===== src/rtl/hilo_muldiv_unit_pkg.sv =====
// Shared definitions for the HI/LO multiply/divide unit: op codes, FSM
// encoding and the op-class / accumulate-mode enums.
package hilo_pkg;

    localparam logic [3:0] OP_MTHI  = 4'd0;
    localparam logic [3:0] OP_MTLO  = 4'd1;
    localparam logic [3:0] OP_MULT  = 4'd2;
    localparam logic [3:0] OP_MULTU = 4'd3;
    localparam logic [3:0] OP_DIV   = 4'd4;
    localparam logic [3:0] OP_DIVU  = 4'd5;
    localparam logic [3:0] OP_MADD  = 4'd6;
    localparam logic [3:0] OP_MADDU = 4'd7;
    localparam logic [3:0] OP_MSUB  = 4'd8;
    localparam logic [3:0] OP_MSUBU = 4'd9;

    localparam logic [1:0] ST_IDLE   = 2'd0;
    localparam logic [1:0] ST_CALC   = 2'd1;
    localparam logic [1:0] ST_FINISH = 2'd2;

    typedef enum logic {
        CLS_MUL = 1'b0,
        CLS_DIV = 1'b1
    } op_class_e;

    typedef enum logic [1:0] {
        ACC_NONE = 2'd0,
        ACC_ADD  = 2'd1,
        ACC_SUB  = 2'd2
    } acc_mode_e;

endpackage


===== src/rtl/hilo_muldiv_unit_muldiv_iter_core.sv =====
// Iteration datapath: one shift-add multiply step or one restoring-divide
// step per enabled edge, operating on unsigned magnitudes.
module muldiv_iter_core
    import hilo_pkg::*;
#(
    parameter int WIDTH = 32
) (
    input  logic             clk,
    input  logic             rst_n,
    input  logic             load,
    input  logic             step,
    input  op_class_e        cls,
    input  logic [WIDTH-1:0] load_operand,
    input  logic [WIDTH-1:0] load_low,
    output logic [WIDTH-1:0] res_hi,
    output logic [WIDTH-1:0] res_lo
);

    logic [WIDTH-1:0] operand_q, operand_d;
    logic [WIDTH-1:0] upper_q, upper_d;
    logic [WIDTH-1:0] lower_q, lower_d;
    logic [WIDTH:0]   sum;
    logic [WIDTH:0]   shifted;
    logic             ge;

    // Multiply keeps {upper,lower} as product-high / multiplier-shifting-out;
    // divide keeps {upper,lower} as remainder / dividend-becoming-quotient.
    always_comb begin
        operand_d = operand_q;
        upper_d   = upper_q;
        lower_d   = lower_q;
        sum       = {1'b0, upper_q} + (lower_q[0] ? {1'b0, operand_q} : '0);
        shifted   = {upper_q, lower_q[WIDTH-1]};
        ge        = shifted >= {1'b0, operand_q};
        if (load) begin
            operand_d = load_operand;
            upper_d   = '0;
            lower_d   = load_low;
        end else if (step) begin
            if (cls == CLS_MUL) begin
                upper_d = sum[WIDTH:1];
                lower_d = {sum[0], lower_q[WIDTH-1:1]};
            end else begin
                upper_d = WIDTH'(ge ? shifted - {1'b0, operand_q} : shifted);
                lower_d = {lower_q[WIDTH-2:0], ge};
            end
        end
    end

    always_ff @(posedge clk or negedge rst_n) begin
        if (!rst_n) begin
            operand_q <= '0;
            upper_q   <= '0;
            lower_q   <= '0;
        end else begin
            operand_q <= operand_d;
            upper_q   <= upper_d;
            lower_q   <= lower_d;
        end
    end

    assign res_hi = upper_q;
    assign res_lo = lower_q;

endmodule


===== src/rtl/hilo_muldiv_unit.sv =====
// Architectural HI/LO registers with a multi-cycle multiply / divide /
// multiply-accumulate sequencer beside the EX stage.
module hilo_muldiv_unit
    import hilo_pkg::*;
#(
    parameter int WIDTH = 32
) (
    input  logic             Clk,
    input  logic             Reset,
    input  logic             Start,
    input  logic [3:0]       Op,
    input  logic [WIDTH-1:0] A,
    input  logic [WIDTH-1:0] B,
    output logic             Busy,
    output logic             Done,
    output logic             DivByZero,
    output logic [WIDTH-1:0] Hi,
    output logic [WIDTH-1:0] Lo
);

    localparam int CNT_W = $clog2(WIDTH + 1);

    logic [1:0]       state_q, state_d;
    logic [CNT_W-1:0] cnt_q, cnt_d;
    op_class_e        cls_q, cls_d;
    acc_mode_e        acc_q, acc_d;
    logic             neg_a_q, neg_a_d, neg_b_q, neg_b_d;
    logic             b_zero_q, b_zero_d;
    logic [WIDTH-1:0] hi_q, hi_d, lo_q, lo_d;
    logic             done_q, done_d, dbz_q, dbz_d;

    logic             is_signed, is_mul, is_div, in_neg_a, in_neg_b;
    logic [WIDTH-1:0] mag_a, mag_b;
    logic             core_load, core_step;
    logic [WIDTH-1:0] core_hi, core_lo;
    logic [2*WIDTH-1:0] prod_mag, prod_s;
    logic [WIDTH-1:0] quo_s, rem_s;

    muldiv_iter_core #(.WIDTH(WIDTH)) u_core (
        .clk          (Clk),
        .rst_n        (Reset),
        .load         (core_load),
        .step         (core_step),
        .cls          (cls_d),
        .load_operand (mag_b),
        .load_low     (mag_a),
        .res_hi       (core_hi),
        .res_lo       (core_lo)
    );

    // Operand decode: signed ops feed the core with magnitudes plus sign flags.
    always_comb begin
        is_signed = (Op == OP_MULT) || (Op == OP_DIV) || (Op == OP_MADD) || (Op == OP_MSUB);
        is_div    = (Op == OP_DIV) || (Op == OP_DIVU);
        is_mul    = (Op == OP_MULT) || (Op == OP_MULTU) || (Op == OP_MADD) ||
                    (Op == OP_MADDU) || (Op == OP_MSUB) || (Op == OP_MSUBU);
        in_neg_a  = is_signed && A[WIDTH-1];
        in_neg_b  = is_signed && B[WIDTH-1];
        mag_a     = in_neg_a ? -A : A;
        mag_b     = in_neg_b ? -B : B;
    end

    always_comb begin
        prod_mag = {core_hi, core_lo};
        prod_s   = (neg_a_q ^ neg_b_q) ? -prod_mag : prod_mag;
        quo_s    = (neg_a_q ^ neg_b_q) ? -core_lo : core_lo;
        rem_s    = neg_a_q ? -core_hi : core_hi;
    end

    always_comb begin
        state_d   = state_q;
        cnt_d     = cnt_q;
        cls_d     = cls_q;
        acc_d     = acc_q;
        neg_a_d   = neg_a_q;
        neg_b_d   = neg_b_q;
        b_zero_d  = b_zero_q;
        hi_d      = hi_q;
        lo_d      = lo_q;
        done_d    = 1'b0;
        dbz_d     = 1'b0;
        core_load = 1'b0;
        core_step = 1'b0;
        case (state_q)
            ST_IDLE: begin
                if (Start) begin
                    if (Op == OP_MTHI) begin
                        hi_d = A;
                    end else if (Op == OP_MTLO) begin
                        lo_d = A;
                    end else if (is_mul || is_div) begin
                        cls_d     = is_div ? CLS_DIV : CLS_MUL;
                        acc_d     = ((Op == OP_MADD) || (Op == OP_MADDU)) ? ACC_ADD :
                                    ((Op == OP_MSUB) || (Op == OP_MSUBU)) ? ACC_SUB : ACC_NONE;
                        neg_a_d   = in_neg_a;
                        neg_b_d   = in_neg_b;
                        b_zero_d  = (B == '0);
                        cnt_d     = '0;
                        core_load = 1'b1;
                        state_d   = ST_CALC;
                    end
                end
            end
            ST_CALC: begin
                core_step = 1'b1;
                cnt_d     = cnt_q + 1'b1;
                if (cnt_q == CNT_W'(WIDTH - 1)) begin
                    state_d = ST_FINISH;
                end
            end
            ST_FINISH: begin
                state_d = ST_IDLE;
                done_d  = 1'b1;
                if (cls_q == CLS_DIV) begin
                    if (b_zero_q) begin
                        dbz_d = 1'b1;
                    end else begin
                        hi_d = rem_s;
                        lo_d = quo_s;
                    end
                end else begin
                    case (acc_q)
                        ACC_ADD: {hi_d, lo_d} = {hi_q, lo_q} + prod_s;
                        ACC_SUB: {hi_d, lo_d} = {hi_q, lo_q} - prod_s;
                        default: {hi_d, lo_d} = prod_s;
                    endcase
                end
            end
            default: state_d = ST_IDLE;
        endcase
    end

    always_ff @(posedge Clk or negedge Reset) begin
        if (!Reset) begin
            state_q  <= ST_IDLE;
            cnt_q    <= '0;
            cls_q    <= CLS_MUL;
            acc_q    <= ACC_NONE;
            neg_a_q  <= 1'b0;
            neg_b_q  <= 1'b0;
            b_zero_q <= 1'b0;
            hi_q     <= '0;
            lo_q     <= '0;
            done_q   <= 1'b0;
            dbz_q    <= 1'b0;
        end else begin
            state_q  <= state_d;
            cnt_q    <= cnt_d;
            cls_q    <= cls_d;
            acc_q    <= acc_d;
            neg_a_q  <= neg_a_d;
            neg_b_q  <= neg_b_d;
            b_zero_q <= b_zero_d;
            hi_q     <= hi_d;
            lo_q     <= lo_d;
            done_q   <= done_d;
            dbz_q    <= dbz_d;
        end
    end

    assign Busy      = (state_q != ST_IDLE);
    assign Done      = done_q;
    assign DivByZero = dbz_q;
    assign Hi        = hi_q;
    assign Lo        = lo_q;

endmodule


===== config.mk =====
export PLATFORM = sky130hd
export DESIGN_NAME = hilo_muldiv_unit
export DESIGN_NICKNAME = d
export VERILOG_FILES = /design/src/rtl/hilo_muldiv_unit_pkg.sv /design/src/rtl/hilo_muldiv_unit_muldiv_iter_core.sv /design/src/rtl/hilo_muldiv_unit.sv
export SDC_FILE = /design/constraint.sdc
export NUM_CORES = 1
export LEC_CHECK = 0
export ABC_AREA = 1
export BUFFER_PORTS_ARGS = -buffer_cell sky130_fd_sc_hd__buf_2
export CAP_MARGIN = 30
export CORE_AREA = 2 2 329 331
export CTS_CLUSTER_SIZE = 20
export DETAILED_ROUTE_END_ITERATION = 6
export DIE_AREA = 0 0 331 333
export PLACE_DENSITY = 0.49
export SLEW_MARGIN = 20
export SYNTH_ARGS = -nofsm -noshare
export SYNTH_HDL_FRONTEND = slang
export SYNTH_SLANG_ARGS = --single-unit

===== constraint.sdc =====
create_clock -name Clk -period 9.7 [get_ports Clk]
set_clock_uncertainty 0.1 [all_clocks]
set_input_delay 1.94 -clock Clk [delete_from_list [all_inputs] [get_ports Clk]]
set_output_delay 1.94 -clock Clk [all_outputs]
set_load 0.005 [all_outputs]

**After elaboration in Yosys (flattened, before gate mapping)**

Cells that the tools add are included.
Widths: inputs -> output; s select.

- Add/subtract/negate cells: 10
- Multiply operators: 0
- Divide/modulo/power cells: 0
- Order comparisons: 1
- Equality and inequality tests: 22
- Shift operators: 0
- Multiplexer cells: 55
- Bitwise gates (word level): 3
- Reductions and logical operators: 26

Operators by type and width:

| kind | count |
|---|---|
| $mux 32 | 21 |
| $pmux 32 s2 | 4 |
| $neg 32->32 | 4 |
| $add 64x64->64 | 1 |
| $mux 64 | 1 |
| $neg 64->64 | 1 |
| $sub 64x64->64 | 1 |
| $add 32x32->33 | 1 |
| $ge 33x32->1 | 1 |
| $logic_not 32->1 | 1 |
| $sub 32x32->32 | 1 |
| $mux 6 | 4 |
| $reduce_and 5->1 | 4 |
| $eq 4x3->1 const B | 4 |
| $mux 1 | 16 |
| $mux 2 | 7 |
| $ne 2x2->1 const B | 7 |
| $logic_or 1x1->1 | 12 |
| $pmux 6 s2 | 1 |
| $eq 4x2->1 const B | 2 |
| $eq 4x4->1 const B | 2 |
| $reduce_bool 2->1 | 4 |
| $add 6x1->6 const B | 1 |
| $eq 6x5->1 const B | 1 |
| other kinds (11) | 15 |

- Register bits: 176
- Latch bits: 0
- Bits in writable memories: 0
- ROM bits: 0
- Input bits: 71
- Output and inout bits: 67
- Word-level logic and storage cells: 131
- Memories kept: 0

**Depth between registers and ports, before layout**

Gate-level depths: netlist of run 1.

- Depth after elaboration: 15
- Mapped depth: 35

**Hierarchy**

Synthesis of run 1 repeated with hierarchy kept, for this count alone.

- Cell total of the unflattened synthesis: 5126
- Area, all modules: 28541.1 sq um

By module, submodules not included:

| module | times used | cells an instance | area an instance (sq um) | seq. area each (sq um) |
|---|---|---|---|---|
| hilo_muldiv_unit | 1 | 3470 | 18707.9 | 2001.9 |
| muldiv_iter_core | 1 | 1656 | 9833.2 | 2402.3 |

**Worst setup path before layout of run 1**

No wires, ideal clock.

- Path kind: register -> register
- Start point: reg neg_a_q
- End point: reg hi_q[14], in the netlist Hi[14]
- Setup time: 120 ps
- Arrival time: 3955 ps
- Required time: 9480 ps
- Slack: 5526 ps
- Cell stages (with the launch flop): 33
- Buffers on the path: 5
- Cells stage by stage: dfrtp_1 -> buf_4 -> inv_2 -> or2_4 -> nand2_4 -> buf_6 -> buf_4 -> clkbuf_1 -> buf_2 -> nand2_1 -> o21ai_0 -> inv_1 -> fa_1 -> inv_1 -> nand2_1 -> nand2_1 -> a21oi_1 -> o21ai_1 -> nand2_1 -> nand2_1 -> a21oi_1 -> o21ai_1 -> nand2_1 -> a21oi_1 -> nand2_1 -> nand2_1 -> nand2_1 -> nand3_1 -> nand3_1 -> nand3_1 -> nand2_1 -> nand2_1 -> a21oi_2

- Cells in the longest elaborated chain, start to end: 6

RTL lines:

| item | RTL line | text |
|---|---|---|
| start: declaration | hilo_muldiv_unit.sv:27 | `logic neg_a_q, neg_a_d, neg_b_q, neg_b_d;` |
| start signal: assignment | hilo_muldiv_unit.sv:151 | `neg_a_q <= neg_a_d;` |
| $xor 1x1->1 | hilo_muldiv_unit.sv:65 | `prod_s = (neg_a_q ^ neg_b_q) ? -prod_mag : prod_mag;` |
| $mux 64 | hilo_muldiv_unit.sv:65 |  |
| $sub 64x64->64 / $add 64x64->64 (equally long branches) | hilo_muldiv_unit.sv:124, hilo_muldiv_unit.sv:123 |  |
| $pmux 32 s2 | hilo_muldiv_unit.sv:122 | `case (acc_q)` |
| $mux 32 (*) | hilo_muldiv_unit.sv:114 | `if (cls_q == CLS_DIV) begin` |
| $pmux 32 s2 (*) | hilo_muldiv_unit.sv:84 | `case (state_q)` |
| end signal: assignment | hilo_muldiv_unit.sv:154 | `hi_q <= hi_d;` |
| end: declaration | hilo_muldiv_unit.sv:29 | `logic [WIDTH-1:0] hi_q, hi_d, lo_q, lo_d;` |

Mark *: on every way between the ends. The rest lies on a longest branch, timed or not. The select of a mux whose other input is x is not followed.
A chain may end at the register's enable or synchronous reset.

**Worst setup path after layout of run 1**

- Start point: reg neg_a_q
- End point: reg hi_q[29], in the netlist Hi[29]

The elaborated chain is that of the path after synthesis.

==> impl_results.md, run 1 <==
- Status: complete, but fails checks
- Failing checks: design-rule violations
- Vias in the first global route: 29,000
- Total gr overflow: 0
- Gate Count Post-Synth: 4,586
- Std-Cell Rows: 120
- Initial antenna violation count: 2
- Worst r2r src: neg_a_q$_DFFE_PN0P_
- First-pass GRT wire length: 190,000 um
- Cell Area, Synth: 0.0264 sq mm
- Yosys top cell area share: 16.7%
- Worst path arrival time: 7.28 ns
- Final hold viol count: 0
- Postcts setup bufs: 0
- Synth top area cells: dfrtp_1 17%, nand2_1 12%, inv_1 10%
- Startpoint types: flop
- CTS Buf Count: 17
- Worst-Skew Late Latency: 0.50 ns
- Max clock buf depth: 2
- Crit Reg-Reg Endpoint: Hi[29]$_DFFE_PN0P_
- Critical Path End: Hi[29]$_DFFE_PN0P_
- Worst Setup End Kind: flop
- Total GRT Usage: 23.1%
- Root Buffer: clkbuf_16
- Post-route setup TNS: 0 ns
- Residual DRC: 10
- Post-synthesis cell type count: 67
- Largest net degree at the start of global routing: 90
- Initial Utilization: 24.8%
- DIE WIDTH: 331 um
- # H-tree levels: 4
- Fmax: 144 MHz
- Net count after synthesis: 4,857
- Crit Path Max Fanout: 68
- Final GP Congestion: 1.01
- Crit path top cell by count: nand2_1
- Io pins: 138
- Core ar.: 0.107 sq mm
- Synth Warn #: 0
- Seq/Total Area, Yosys: 16.7%
- Via count: 30,900
- PortBufs: 137
- Synth Register Bits: 176
- FFs w/ async S/R, synth: 100%
- Number of synthesized flops with an enable pin: 0
- Fin crit share: 71.5%
- Initial DRT Pass Iterations: 7
- Antenna Nets Post-Route: 0
- DRT Wirelength: 130,000 um
- Layout cell share with drive strength beyond 1: 6.75%
- Critical path's largest stage delay: 0.79 ns
- Slowest-stage cell, CP: dfrtp_1
- Synth area leader: dfrtp_1
- Cells after DPL: 5,993
- Post-synth top flop: dfrtp_1
- Final-layout fill cell count: 12,400
- Final max-slew violation count: 0
- Clock transition at path regs: 0.08 ns
- Layout Cells excl Fill: 6,027
- Die Ht: 333 um
- Unrepaired setup endpoints after global routing: no
- Avg WL per Cell: 21.5 um
- CTS tree: yes
- WP data required: 10.05 ns
- Hold depth: 1
- WHS: 0.340 ns
- Drt via density: 5.13
- CP Class: reg2reg
- Sink Count: 176
- Reg2Reg Depth: 26
- Hold Crit Class: reg2reg
- Hpwl dp: 108,000 um
- Die area: 0.110 sq mm
- FF-to-FF setup slack: 2.77 ns
- Mean area per synthesized cell: 5.77 sq um
- Max cap viols: 0
- # hold bufs at CTS: 0
- Layout area overhead: 10.2%
- # setup viols final: 0
- Post-CTS sizing: 0
- First-iteration detailed-routing DRC count: 3,040
- Final nets: 4,882
- Slew headroom: 37.3%
- Ant diodes: 0
- Slew @ Worst Pin: 0.941 ns
- CP Launch Point: neg_a_q$_DFFE_PN0P_
- Clock period minus final worst setup slack: 6.93 ns
## cells in the final DEF, fill, tap and decap left out, types with 83 or more instances in the layout
cell,netlist,layout
nor2_1,655,652
nand2_1,877,876
xor2_1,92,92
ha_1,196,196
buf_2,33,136
nand3_1,252,252
o21ai_0,423,423
inv_1,721,721
nand4_1,83,83
a21oi_1,478,478
dfrtp_1,176,176
## cell families (layout without fill, tap and decap cells)
| family | after synthesis | after routing | share of synthesized area, % |
|---|---|---|---|
| flip-flops | 176 | 176 | 16.7 |
| adder cells (fa/ha/maj) | 200 | 200 | 9.58 |
| buffers and inverters | 896 | 934 | 13.1 |
| AND/OR/NAND/NOR | 2039 | 2039 | 32.6 |
| AO/OA/AOI/OAI | 1144 | 1144 | 23.7 |
| XOR/XNOR | 131 | 131 | 4.34 |
## synthesized netlist by cell type (6+ instances only)
cell type	instances
a21oi_1	478
nor2_2	11
nand4_1	83
o221ai_1	7
ha_1	196
xor2_1	92
o31ai_1	10
buf_6	6
a31oi_1	64
inv_1	721
nand3_1	252
buf_1	14
inv_2	8
nand2_2	33
o21ai_0	423
a21oi_2	17
clkbuf_1	102
o21a_1	12
o21bai_1	8
o21ai_1	26
nor2_1	655
nor3_1	68
a21o_1	14
o211ai_1	34
xnor2_1	39
buf_2	33
nor3_2	6
nand3_2	11
nand2_1	877
or2_2	6
dfrtp_1	176
nor4_1	24
## metal layers
metal	share of wire [%]	up-vias	GRT usage (%)
li1	-	15100	-
met1	46	14400	33.4
met2	43	1256	35.3
met3	7.3	148	2.54
met4	3.4	0	7.80
met5	0	-	0
## how the worst min path moves through the flow
stage / from / endpoint
2_1_floorplan: cnt_q[5]$_DFFE_PN0P_ / state_q[1]$_DFFE_PN0P_
3_3_place_gp: cnt_q[5]$_DFFE_PN0P_ / state_q[1]$_DFFE_PN0P_
3_5_place_dp: cnt_q[5]$_DFFE_PN0P_ / state_q[1]$_DFFE_PN0P_
4_1_cts: cnt_q[5]$_DFFE_PN0P_ / state_q[1]$_DFFE_PN0P_
5_1_grt: cnt_q[5]$_DFFE_PN0P_ / state_q[1]$_DFFE_PN0P_
6_report: cnt_q[5]$_DFFE_PN0P_ / state_q[1]$_DFFE_PN0P_
## area by class of cell
| class | instances | area (sq um) | share of cell area (%) |
|---|---|---|---|
| Tap cell | 1403 | 1760 | 6.02 |
| Multi-Input combinational cell | 3514 | 18600 | 63.8 |
| Clock inverter | 14 | 200 | 0.687 |
| Timing Repair Buffer | 169 | 987 | 3.39 |
| Clock buffer | 18 | 439 | 1.51 |
| Sequential cell | 176 | 4400 | 15.1 |
| Inverter | 733 | 2750 | 9.45 |
## metrics by stage
step	worst slack (ns)	cell area, sq um	utilization, %
global placement	2.91	28400	26.7
CTS	2.88	29100	27.3
global route	2.37	29100	27.3
finish	2.77	29100	27.3
floorplan	5.53	26400	-
detailed placement	2.91	28500	26.7
## worst max-delay path: cells and delay by family, from the launching register on
kind            cells  cell delay, ns
simple gates       14            2.93
buf+inv             6            1.23
flops               1            0.79
compound gates      4            0.75
fa+ha+maj           1            0.58
xor+xnor            1            0.45
## registers in the layout, summed over array words and instances, names as in the netlist, 2 cells and up
signal	cells
Hi	32
acc_q	2
Lo	32
u_core.res_lo	32
cnt_q	6
u_core.res_hi	32
u_core.operand_q	32
state_q	2
Power of run 1 is not shown: default switching activity piles up to over one toggle a cycle in this logic, so the estimate is an artifact.
==> run 2, diff against run 1 <==
PLACE_DENSITY = 0.5   (was 0.49)
clock period = 5.79 ns   (was 9.7 ns; I/O delays follow)
==> impl_results.md, run 2 (same netlist as run 1, synthesis figures left out) <==
- Status: completed
- Residual DRC: 0 (-10)
- Die area: 0.110 sq mm (unchanged)
- Worst path arrival time: 5.79 ns (-1.49 ns)
- Final GP Congestion: 1.01 (about the same)
- Post-route cell area: 0.0295 sq mm (+1.2%)
- First-pass GRT wire length: 192,000 um (+0.91%)
- Fin crit share: 94.9% (+23 points)
- Hold Crit Class: reg2reg
- Initial Utilization: 24.8% (unchanged)
- Via count: 31,200 (+0.97%)
- DRT Wirelength: 133,000 um (+2.2%)
- Clock period minus final worst setup slack: 5.49 ns (-1.44 ns)
- Commonest non-fill, non-tap cell in the layout: nand2_1
- CP Class: reg2reg
- Total GRT Usage: 23.5% (+0.40 points)
- Avg WL per Cell: 21.8 um (+1.5%)
- Die Ht: 333 um (unchanged)
- Largest net degree at the start of global routing: 100 (+11%)
- Final nets: 4,923 (+0.84%)
- Reg2Reg Depth: 25 (-3.8%)
- Commonest non-fill, non-tap cells in the layout: 876 x nand2_1, 720 x inv_1, 652 x nor2_1
- Hold depth: 1 (unchanged)
- Final max-slew violation count: 0 (unchanged)
- Max cap viols: 0 (unchanged)
- Initial antenna violation count: 4 (+2)
- Fmax: 182 MHz (+26%)
- Hpwl dp: 110,000 um (+2.4%)
- Io pins: 138 (unchanged)
- Vias in the first global route: 29,400 (+1.4%)
- WP data required: 6.09 ns (-3.96 ns)
- Slew @ Worst Pin: 0.894 ns (-0.0466 ns)
- # setup viols final: 0 (unchanged)
- Drt via density: 5.14 (+0.29%)
- DIE WIDTH: 331 um (unchanged)
- Initial DRT Pass Iterations: 6 (-1)
- Final hold viol count: 0 (unchanged)
- Worst r2r src: u_core.res_hi[1]$_DFFE_PN0P_
- Unrepaired setup endpoints after global routing: no
- CP Launch Point: u_core.res_hi[1]$_DFFE_PN0P_
- Std-Cell Rows: 120 (unchanged)
- Worst Setup End Kind: flop
- Post-place instance area: 0.0288 sq mm (+1.1%)
- Slew headroom: 40.4% (+3.1 points)
- Crit Path Max Fanout: 6 (-91%)
- CTS Buf Count: 17 (unchanged)
- Worst-Skew Late Latency: 0.51 ns (about the same)
- # H-tree levels: 4 (unchanged)
- Hold path start: cnt_q[5]$_DFFE_PN0P_
- First-iteration detailed-routing DRC count: 3,502 (+15%)
- Startpoint types: flop
- Max clock buf depth: 2 (unchanged)
- WHS: 0.345 ns (+0.00521 ns)
- Core ar.: 0.107 sq mm (unchanged)
- Ant diodes: 0 (unchanged)
- Sink Count: 176 (unchanged)
- Total gr overflow: 0 (unchanged)
- CTS tree: yes
- PortBufs: 137 (unchanged)
- Clock transition at path regs: 0.09 ns (about the same)
- Layout area overhead: 11.4%
- Antenna Nets Post-Route: 0 (unchanged)
- Root Buffer: clkbuf_16
- Layout cell share with drive strength beyond 1: 7.85% (+1.1 points)
-- run 2: path summary, 6_finish.rpt --
| kind | to | slack, ns |
|---|---|---|
| setup / recovery | Hi[31]$_DFFE_PN0P_ | 0.30 |
| hold / removal | state_q[1]$_DFFE_PN0P_ | 0.34 |
| setup reg to reg | Hi[31]$_DFFE_PN0P_ | 0.30 |
| hold reg to reg | state_q[1]$_DFFE_PN0P_ | 0.34 |
| max in group asynchronous | Hi[26]$_DFFE_PN0P_ | 3.77 |
| min in group asynchronous | cnt_q[2]$_DFFE_PN0P_ | 0.62 |
-- run 2: what timing repair did --
item,CTS,global route
endpoints found under the setup margin,1,10
setup buffers,0,2
resized for setup,1,13
hold buffers,0,0
pin swaps,0,2
endpoints found under the hold margin,0,0
-- run 2: layer usage --
metal | GRT usage, % | part of all wire, % | vias to the layer above
li1 | - | - | 15200
met5 | 0 | 0.0083 | -
met2 | 36.4 | 43 | 1226
met1 | 33.5 | 47 | 14700
met3 | 2.94 | 6.8 | 143
met4 | 7.57 | 3.3 | 2
-- run 2: area by class of cell --
type / count / area [sq um]
Clock buffer: 17 / 425
Clock inverter: 15 / 203
Fill cell: 12300 / 77100
Inverter: 733 / 2750
Multi-Input combinational cell: 3514 / 18700
Sequential cell: 176 / 4400
Tap cell: 1403 / 1760
Timing Repair Buffer: 210 / 1260
-- run 2: critical path, stage by stage (launching register included) --
cell and delay, ns:
dfrtp_1 0.50, inv_1 0.24, ha_1 0.24, inv_1 0.12, nor3_1 0.16, inv_1 0.11, nor2_1 0.18, inv_1 0.13
nor3_1 0.24, nand2_1 0.10, a21oi_2 0.25, o21ai_0 0.20, xor2_2 0.41, inv_1 0.11, ha_1 0.45, inv_1 0.22
a21oi_1 0.30, o311ai_0 0.24, a31oi_1 0.27, nand4_1 0.13, nand3_1 0.18, nand3_1 0.19, nand2_1 0.12, nand2_1 0.05
nand2_1 0.07, a21oi_2 0.06
-- run 2: stage by stage --
stage                     utilization (%)  cells  TNS, ns  worst slack (ns)
after floorplan                         -   4586        0              1.62
after global placement               27.0   6033  -0.0917           -0.0709
after detailed placement             27.0   6034   -0.104            -0.104
after CTS                            27.6   6066        0            0.0391
after global routing                 27.6   6068        0            0.0115
final                                27.6   6068        0             0.295
Power of run 2 is left out for the same reason.
